[src/rtl/serial_addsub_unit_if.sv]
//==============================================================================
// Module   : serial_addsub_unit_if
// Brief    : Request/response bus for the digit-serial add/sub unit.
// Revision : 1.0
//==============================================================================
`default_nettype none

interface serial_addsub_unit_if #(
    parameter int WIDTH = 16
);
    logic             in_valid;
    logic             in_ready;
    logic [1:0]       op;
    logic [WIDTH-1:0] a;
    logic [WIDTH-1:0] b;
    logic             acc_clr;
    logic             out_valid;
    logic             out_ready;
    logic [WIDTH-1:0] result;
    logic             carry;
    logic             overflow;
    logic             zero;

    modport slave (
        input  in_valid, op, a, b, acc_clr, out_ready,
        output in_ready, out_valid, result, carry, overflow, zero
    );

    modport master (
        output in_valid, op, a, b, acc_clr, out_ready,
        input  in_ready, out_valid, result, carry, overflow, zero
    );
endinterface

`default_nettype wire

[src/rtl/serial_addsub_unit.sv]
//==============================================================================
// Module   : serial_addsub_unit
// Brief    : Digit-serial two's-complement add/subtract with accumulator.
// Revision : 1.0
//==============================================================================
`default_nettype none

module serial_addsub_unit #(
    parameter int WIDTH = 16,
    parameter int DIGIT = 4
) (
    input  wire logic             clk,
    input  wire logic             rst_n,
    serial_addsub_unit_if.slave   bus
);
    localparam int IDX_W = $clog2(WIDTH) + 1;
    localparam logic [IDX_W-1:0] c_last_off = IDX_W'(WIDTH - DIGIT);
    localparam logic [IDX_W-1:0] c_step     = IDX_W'(DIGIT);

    typedef enum logic [1:0] {
        S_IDLE = 2'd0,
        S_RUN  = 2'd1,
        S_DONE = 2'd2
    } state_t;

    state_t           r_state;
    state_t           w_next;

    logic [WIDTH-1:0] r_x;
    logic [WIDTH-1:0] r_b;
    logic [WIDTH-1:0] r_sum;
    logic [WIDTH-1:0] r_acc;
    logic [IDX_W-1:0] r_off;
    logic             r_cin;
    logic             r_is_acc;
    logic [WIDTH-1:0] r_result;
    logic             r_carry;
    logic             r_overflow;
    logic             r_zero;

    logic             w_accept;
    logic             w_last;
    logic [WIDTH-1:0] w_x_sel;
    logic [DIGIT:0]   w_dsum;
    logic [WIDTH-1:0] w_final;
    logic             w_ovf;

    assign w_accept = (r_state == S_IDLE) && bus.in_valid;
    assign w_last   = (r_off == c_last_off);

    // A same-cycle clear wins over the accumulator contents for ACC ops.
    assign w_x_sel  = bus.op[1] ? (bus.acc_clr ? '0 : r_acc) : bus.a;

    assign w_dsum   = {1'b0, r_x[r_off +: DIGIT]} + {1'b0, r_b[r_off +: DIGIT]}
                    + {{DIGIT{1'b0}}, r_cin};

    always_comb begin
        w_final = r_sum;
        w_final[r_off +: DIGIT] = w_dsum[DIGIT-1:0];
    end

    assign w_ovf = (r_x[WIDTH-1] == r_b[WIDTH-1]) && (w_final[WIDTH-1] != r_x[WIDTH-1]);

    always_ff @(posedge clk or negedge rst_n) begin
        if (!rst_n) begin
            r_state <= S_IDLE;
        end else begin
            r_state <= w_next;
        end
    end

    always_comb begin
        w_next = r_state;
        case (r_state)
            S_IDLE:  if (bus.in_valid)  w_next = S_RUN;
            S_RUN:   if (w_last)        w_next = S_DONE;
            S_DONE:  if (bus.out_ready) w_next = S_IDLE;
            default:                    w_next = S_IDLE;
        endcase
    end

    always_ff @(posedge clk or negedge rst_n) begin
        if (!rst_n) begin
            r_x        <= '0;
            r_b        <= '0;
            r_sum      <= '0;
            r_acc      <= '0;
            r_off      <= '0;
            r_cin      <= 1'b0;
            r_is_acc   <= 1'b0;
            r_result   <= '0;
            r_carry    <= 1'b0;
            r_overflow <= 1'b0;
            r_zero     <= 1'b0;
        end else begin
            case (r_state)
                S_IDLE: begin
                    if (bus.acc_clr) begin
                        r_acc <= '0;
                    end
                    if (w_accept) begin
                        r_x      <= w_x_sel;
                        r_b      <= bus.op[0] ? ~bus.b : bus.b;
                        r_cin    <= bus.op[0];
                        r_is_acc <= bus.op[1];
                        r_off    <= '0;
                        r_sum    <= '0;
                    end
                end
                S_RUN: begin
                    r_sum <= w_final;
                    r_cin <= w_dsum[DIGIT];
                    r_off <= r_off + c_step;
                    if (w_last) begin
                        r_result   <= w_final;
                        r_carry    <= w_dsum[DIGIT];
                        r_overflow <= w_ovf;
                        r_zero     <= (w_final == '0);
                        if (r_is_acc) begin
                            r_acc <= w_final;
                        end
                    end
                end
                default: ;
            endcase
        end
    end

    assign bus.in_ready  = (r_state == S_IDLE);
    assign bus.out_valid = (r_state == S_DONE);
    assign bus.result    = r_result;
    assign bus.carry     = r_carry;
    assign bus.overflow  = r_overflow;
    assign bus.zero      = r_zero;

endmodule

`default_nettype wire

[src/flat_wrapper.sv]
// flat-port wrapper written by rule: the top's interface ports become plain ports
module serial_addsub_unit_flat 
#(
    parameter int WIDTH = 16,
    parameter int DIGIT = 4
)
  (clk, rst_n, bus_in_valid, bus_op, bus_a, bus_b, bus_acc_clr, bus_out_ready, bus_in_ready, bus_out_valid, bus_result, bus_carry, bus_overflow, bus_zero);
  serial_addsub_unit_if #(.WIDTH(WIDTH)) bus_i ();
  input  wire logic clk;
  input  wire logic rst_n;
  input wire logic [$bits(bus_i.in_valid)-1:0] bus_in_valid;
  input wire logic [$bits(bus_i.op)-1:0] bus_op;
  input wire logic [$bits(bus_i.a)-1:0] bus_a;
  input wire logic [$bits(bus_i.b)-1:0] bus_b;
  input wire logic [$bits(bus_i.acc_clr)-1:0] bus_acc_clr;
  input wire logic [$bits(bus_i.out_ready)-1:0] bus_out_ready;
  output wire logic [$bits(bus_i.in_ready)-1:0] bus_in_ready;
  output wire logic [$bits(bus_i.out_valid)-1:0] bus_out_valid;
  output wire logic [$bits(bus_i.result)-1:0] bus_result;
  output wire logic [$bits(bus_i.carry)-1:0] bus_carry;
  output wire logic [$bits(bus_i.overflow)-1:0] bus_overflow;
  output wire logic [$bits(bus_i.zero)-1:0] bus_zero;
  assign bus_i.in_valid = bus_in_valid;
  assign bus_i.op = bus_op;
  assign bus_i.a = bus_a;
  assign bus_i.b = bus_b;
  assign bus_i.acc_clr = bus_acc_clr;
  assign bus_i.out_ready = bus_out_ready;
  assign bus_in_ready = bus_i.in_ready;
  assign bus_out_valid = bus_i.out_valid;
  assign bus_result = bus_i.result;
  assign bus_carry = bus_i.carry;
  assign bus_overflow = bus_i.overflow;
  assign bus_zero = bus_i.zero;
  serial_addsub_unit #(.WIDTH(WIDTH), .DIGIT(DIGIT)) u_core (.clk(clk), .rst_n(rst_n), .bus(bus_i));
endmodule
[config.mk]
export PLATFORM = sky130hd
export DESIGN_NAME = serial_addsub_unit_flat
export DESIGN_NICKNAME = d
export VERILOG_FILES = /design/src/rtl/serial_addsub_unit_if.sv /design/src/rtl/serial_addsub_unit.sv /design/src/flat_wrapper.sv
export SDC_FILE = /design/constraint.sdc
export NUM_CORES = 1
export LEC_CHECK = 0
export BUFFER_PORTS_ARGS = -buffer_cell sky130_fd_sc_hd__buf_2
export CAP_MARGIN = 25
export CORE_UTILIZATION = 28
export CTS_CLUSTER_SIZE = 10
export DETAILED_ROUTE_END_ITERATION = 16
export MAX_ROUTING_LAYER = met4
export SYNTH_ARGS = -nofsm -noshare
export SYNTH_HDL_FRONTEND = slang
export SYNTH_SLANG_ARGS = --single-unit
[constraint.sdc]
create_clock -name clk -period 8.77 [get_ports clk]
set_input_delay 1.3155 -clock clk [delete_from_list [all_inputs] [get_ports clk]]
set_output_delay 1.3155 -clock clk [all_outputs]
set_load 0.05 [all_outputs]
==> key figures <==
Route
  • 1st-pass router iterations: 4
  • DRC viols: 0
  • Total routed wirelength: about 11000 µm
  • DR WL/cell: 17.0 µm
  • Antenna viol nets, final: 0
  • DR iter-0 viols: 285
  • Vias per inst: 5.11
  • Via Count: approximately 3500

Clock network
  • Root buffer cell: clkbuf_16
  • CTS buffer count: 9
  • Hold Buf Count CTS: 0
  • Number of gates resized after CTS: 0
  • # Post-CTS Setup Buffers: 0
  • CTS tree: done
  • Clock Path Buffers: 2
  • H-tree lvl count: 3
  • # clock sinks: 90
  • Worst-path clk slew: roughly 0.07 ns
  • Clock latency on the worst-skew pair: 0.35 ns

Cells and area
  • Final net count: 531
  • Share of post-route cells with drive strength above 1: 0.186
  • Fillers: 1578
  • Area growth, synth to finish: 17.7%
  • Number of antenna diodes: 0
  • Register area: about 2300 µm²
  • Layout Cells excl Fill: 676
  • Final core utilization: 0.338
  • Multi-input logic area: 1980 µm²

Global routing
  • First-pass GRT wire length: 18500 µm
  • Number of global-route vias before repair: between 3000 and 4000
  • Initial antenna violation count: 0
  • Global router's overall resource usage: 0.156
  • Largest net degree at the start of global routing: 75
  • Gr ovfl total: 0

Setup path
  • CP bufs+invs: 0
  • WS Path Type: flop to flop
  • Required time worst endpoint: 9.01 ns
  • Critical Path, Cell by Cell: mux4_2 > and2_1 > fa_1 > fa_1 > xor2_1 > nor3_1 > o22ai_1 > nor4b_2 > a32o_1
  • CP max-delay cell: dfrtp_1
  • Setup crit end kind: flop
  • Startpoint types: flop
  • CP max stage delay: 0.78 ns
  • Worst-path fanout max: 16
  • Crit path top cell by count: fa_1
  • CP delay by family, top: adder cells
  • Critical path arrival: 3.99 ns

Timing
  • WHS: 0.481 ns
  • Actual slew at the worst max-slew pin: 0.926 ns
  • Final Skew: 0.00655 ns
  • Min Tclk post-route: approximately 3.7 ns
  • Setup violators final: 0
  • Final hold violations: 0
  • Period utilization: 0.427
  • Worst slew margin: 0.380
  • Max Slew Vio Count: 0
  • Final WS setup: between 5 and 6 ns
  • Max frequency: 0.267 GHz
  • Setup TNS: 0 ns
  • RSZ-0062 raised after global routing: no

Synth
  • Post-Syn Instances: 436
  • Synth Flop Type: dfrtp_1
  • Post-synth ARST share: 1.00
  • Warnings, synthesis: 0
  • Post-synth top area cell: dfrtp_1
  • Synth top area share: 0.515
  • Post-synth cell types: 49
  • Synth Cell Area: 4370 µm²
  • Mapped Nets: ~480
  • Syn Area/Cell: 10.0 µm²
  • Post-synth EDFFs: 0
  • Top cells by area, synth: dfrtp_1 52%, o21ai_0 7.2%, nand2_1 5.2%, mux4_2 4.1%, nor2_1 3.9%
  • Register area share after synthesis: 0.515
  • #FFs+latches synth: 90

Placement
  • PortBufs: 59
  • Dpl ws: 4.98 ns
  • DP HPWL: 8390 µm
  • Placed insts: 659
  • Final GP Congestion: 0.896

Power
  • Power Dens Cells: between 400 and 500 nW/µm²
  • VDD IR max: between 150 and 200 µV
  • Total leakage power: 2.31 nW

Floorplanning
  • Die span in x: about 130 µm
  • # IOs: 60
  • Initial Utilization: 0.287
  • Core area: 15200 µm²
  • FP Rows: 45
  • Die height: 127 µm
  • Die area: 16100 µm²

Flow run
  • Max Cap Viol: 0

Outcome
  • Status: finished clean

Worst hold path
  • HP Class: flop to flop
-- cells in the mapped netlist (all sizes together) (2+ instances only) --
cell	count
xnor2	16
mux2i	10
or2	3
fa	2
o21ai	70
ha	7
a21boi	2
a32o	9
nor3	5
nand3	13
nand4bb	2
a21oi	8
clkbuf	25
nand2b	3
inv	6
nand2	61
a221oi	15
buf	3
and2	10
mux4	8
nor2	45
nand3b	2
dfrtp	90
-- routing by layer --
metal	up-vias	routed length [µm]	GRT usage
li1	1635	-	-
met1	1718	5250	0.204
met2	87	5450	0.240
met3	14	664	0.0363
met4	0	137	0.0455
met5	-	0	-
-- tightest hold or removal path: stages, from the launching register on --
cell     delay (ns)
dfrtp_1        0.34
nand2_1        0.05
o21ai_0        0.06
-- sequential cells by signal, summed over array words and instances (netlist names) --
signal,count
u_core.r_cin,1
u_core.r_x,16
u_core.r_sum,16
u_core.r_is_acc,1
u_core.bus.overflow,1
u_core.bus.carry,1
u_core.bus.result,16
u_core.r_acc,16
u_core.bus.zero,1
u_core.r_off,3
u_core.r_state,2
u_core.r_b,16
-- per-stage QoR --
step                      total power [mW]  cell area [µm²]
final                                 2.18             5140
after global routing                  2.35             5140
after CTS                             2.19             5110
after detailed placement              1.80             4820
after global placement                1.78             4820
after floorplan                       1.48             4370
-- cell usage in the layout (no fill, tap or decap), types with 5 or more instances in the layout --
master / count
dfrtp_1: 90
o21ai_0: 63
nand2_1: 61
buf_2: 58
nor2_1: 45
xnor2_1: 16
a221oi_1: 15
nand3_1: 13
and2_1: 10
mux2i_1: 9
a32o_1: 9
clkbuf_16: 9
mux4_2: 8
a21oi_1: 8
o21ai_1: 7
ha_1: 7
inv_1: 6
nor3_1: 5
buf_4: 5
-- final cells by class --
cell class	instances	share of cell area
tap	188	0.0457
clock buffer	10	0.0445
clock inverter	6	0.0129
timing repair buffer	64	0.0691
sequential	90	0.438
inverter	7	0.00511
multi-input combinational	311	0.385
-- report_power, final --
part | switching, mW | total [mW] | leakage, nW | internal [mW]
Clock | 0.169 | 0.391 | 0.135 | 0.221
Sequential | 0.134 | 0.710 | 1.17 | 0.577
Combinational | 0.710 | 1.08 | 1.00 | 0.369
Total | 1.01 | 2.18 | 2.31 | 1.17
-- final timing paths --
path | endpoint | cells after the start | start | slack, ns
setup / recovery | u_core.bus.zero | 9 | u_core.r_off[2] | 5.02
hold / removal | u_core.bus.result[10] | 2 | u_core.bus.result[10] | 0.48
setup reg to reg | u_core.bus.zero | 9 | u_core.r_off[2] | 5.02
hold reg to reg | u_core.bus.result[10] | 2 | u_core.bus.result[10] | 0.48
max in group asynchronous | u_core.r_sum[13] | 3 | rst_n | 7.14
min in group asynchronous | u_core.r_b[3] | 1 | rst_n | 0.82
-- logic make-up after synthesis --
| group | after synthesis | share of synthesized area |
|---|---|---|
| and+or+nand+nor | 152 | 0.160 |
| xor gates and xnor gates | 17 | 0.0341 |
| buffers and inverters | 35 | 0.0321 |
| DFF | 90 | 0.515 |
| AOI/OAI and AO/OA | 115 | 0.164 |
| muxes | 18 | 0.0650 |
| adders and majority gates | 9 | 0.0292 |
(Power assumes the default switching activity.)
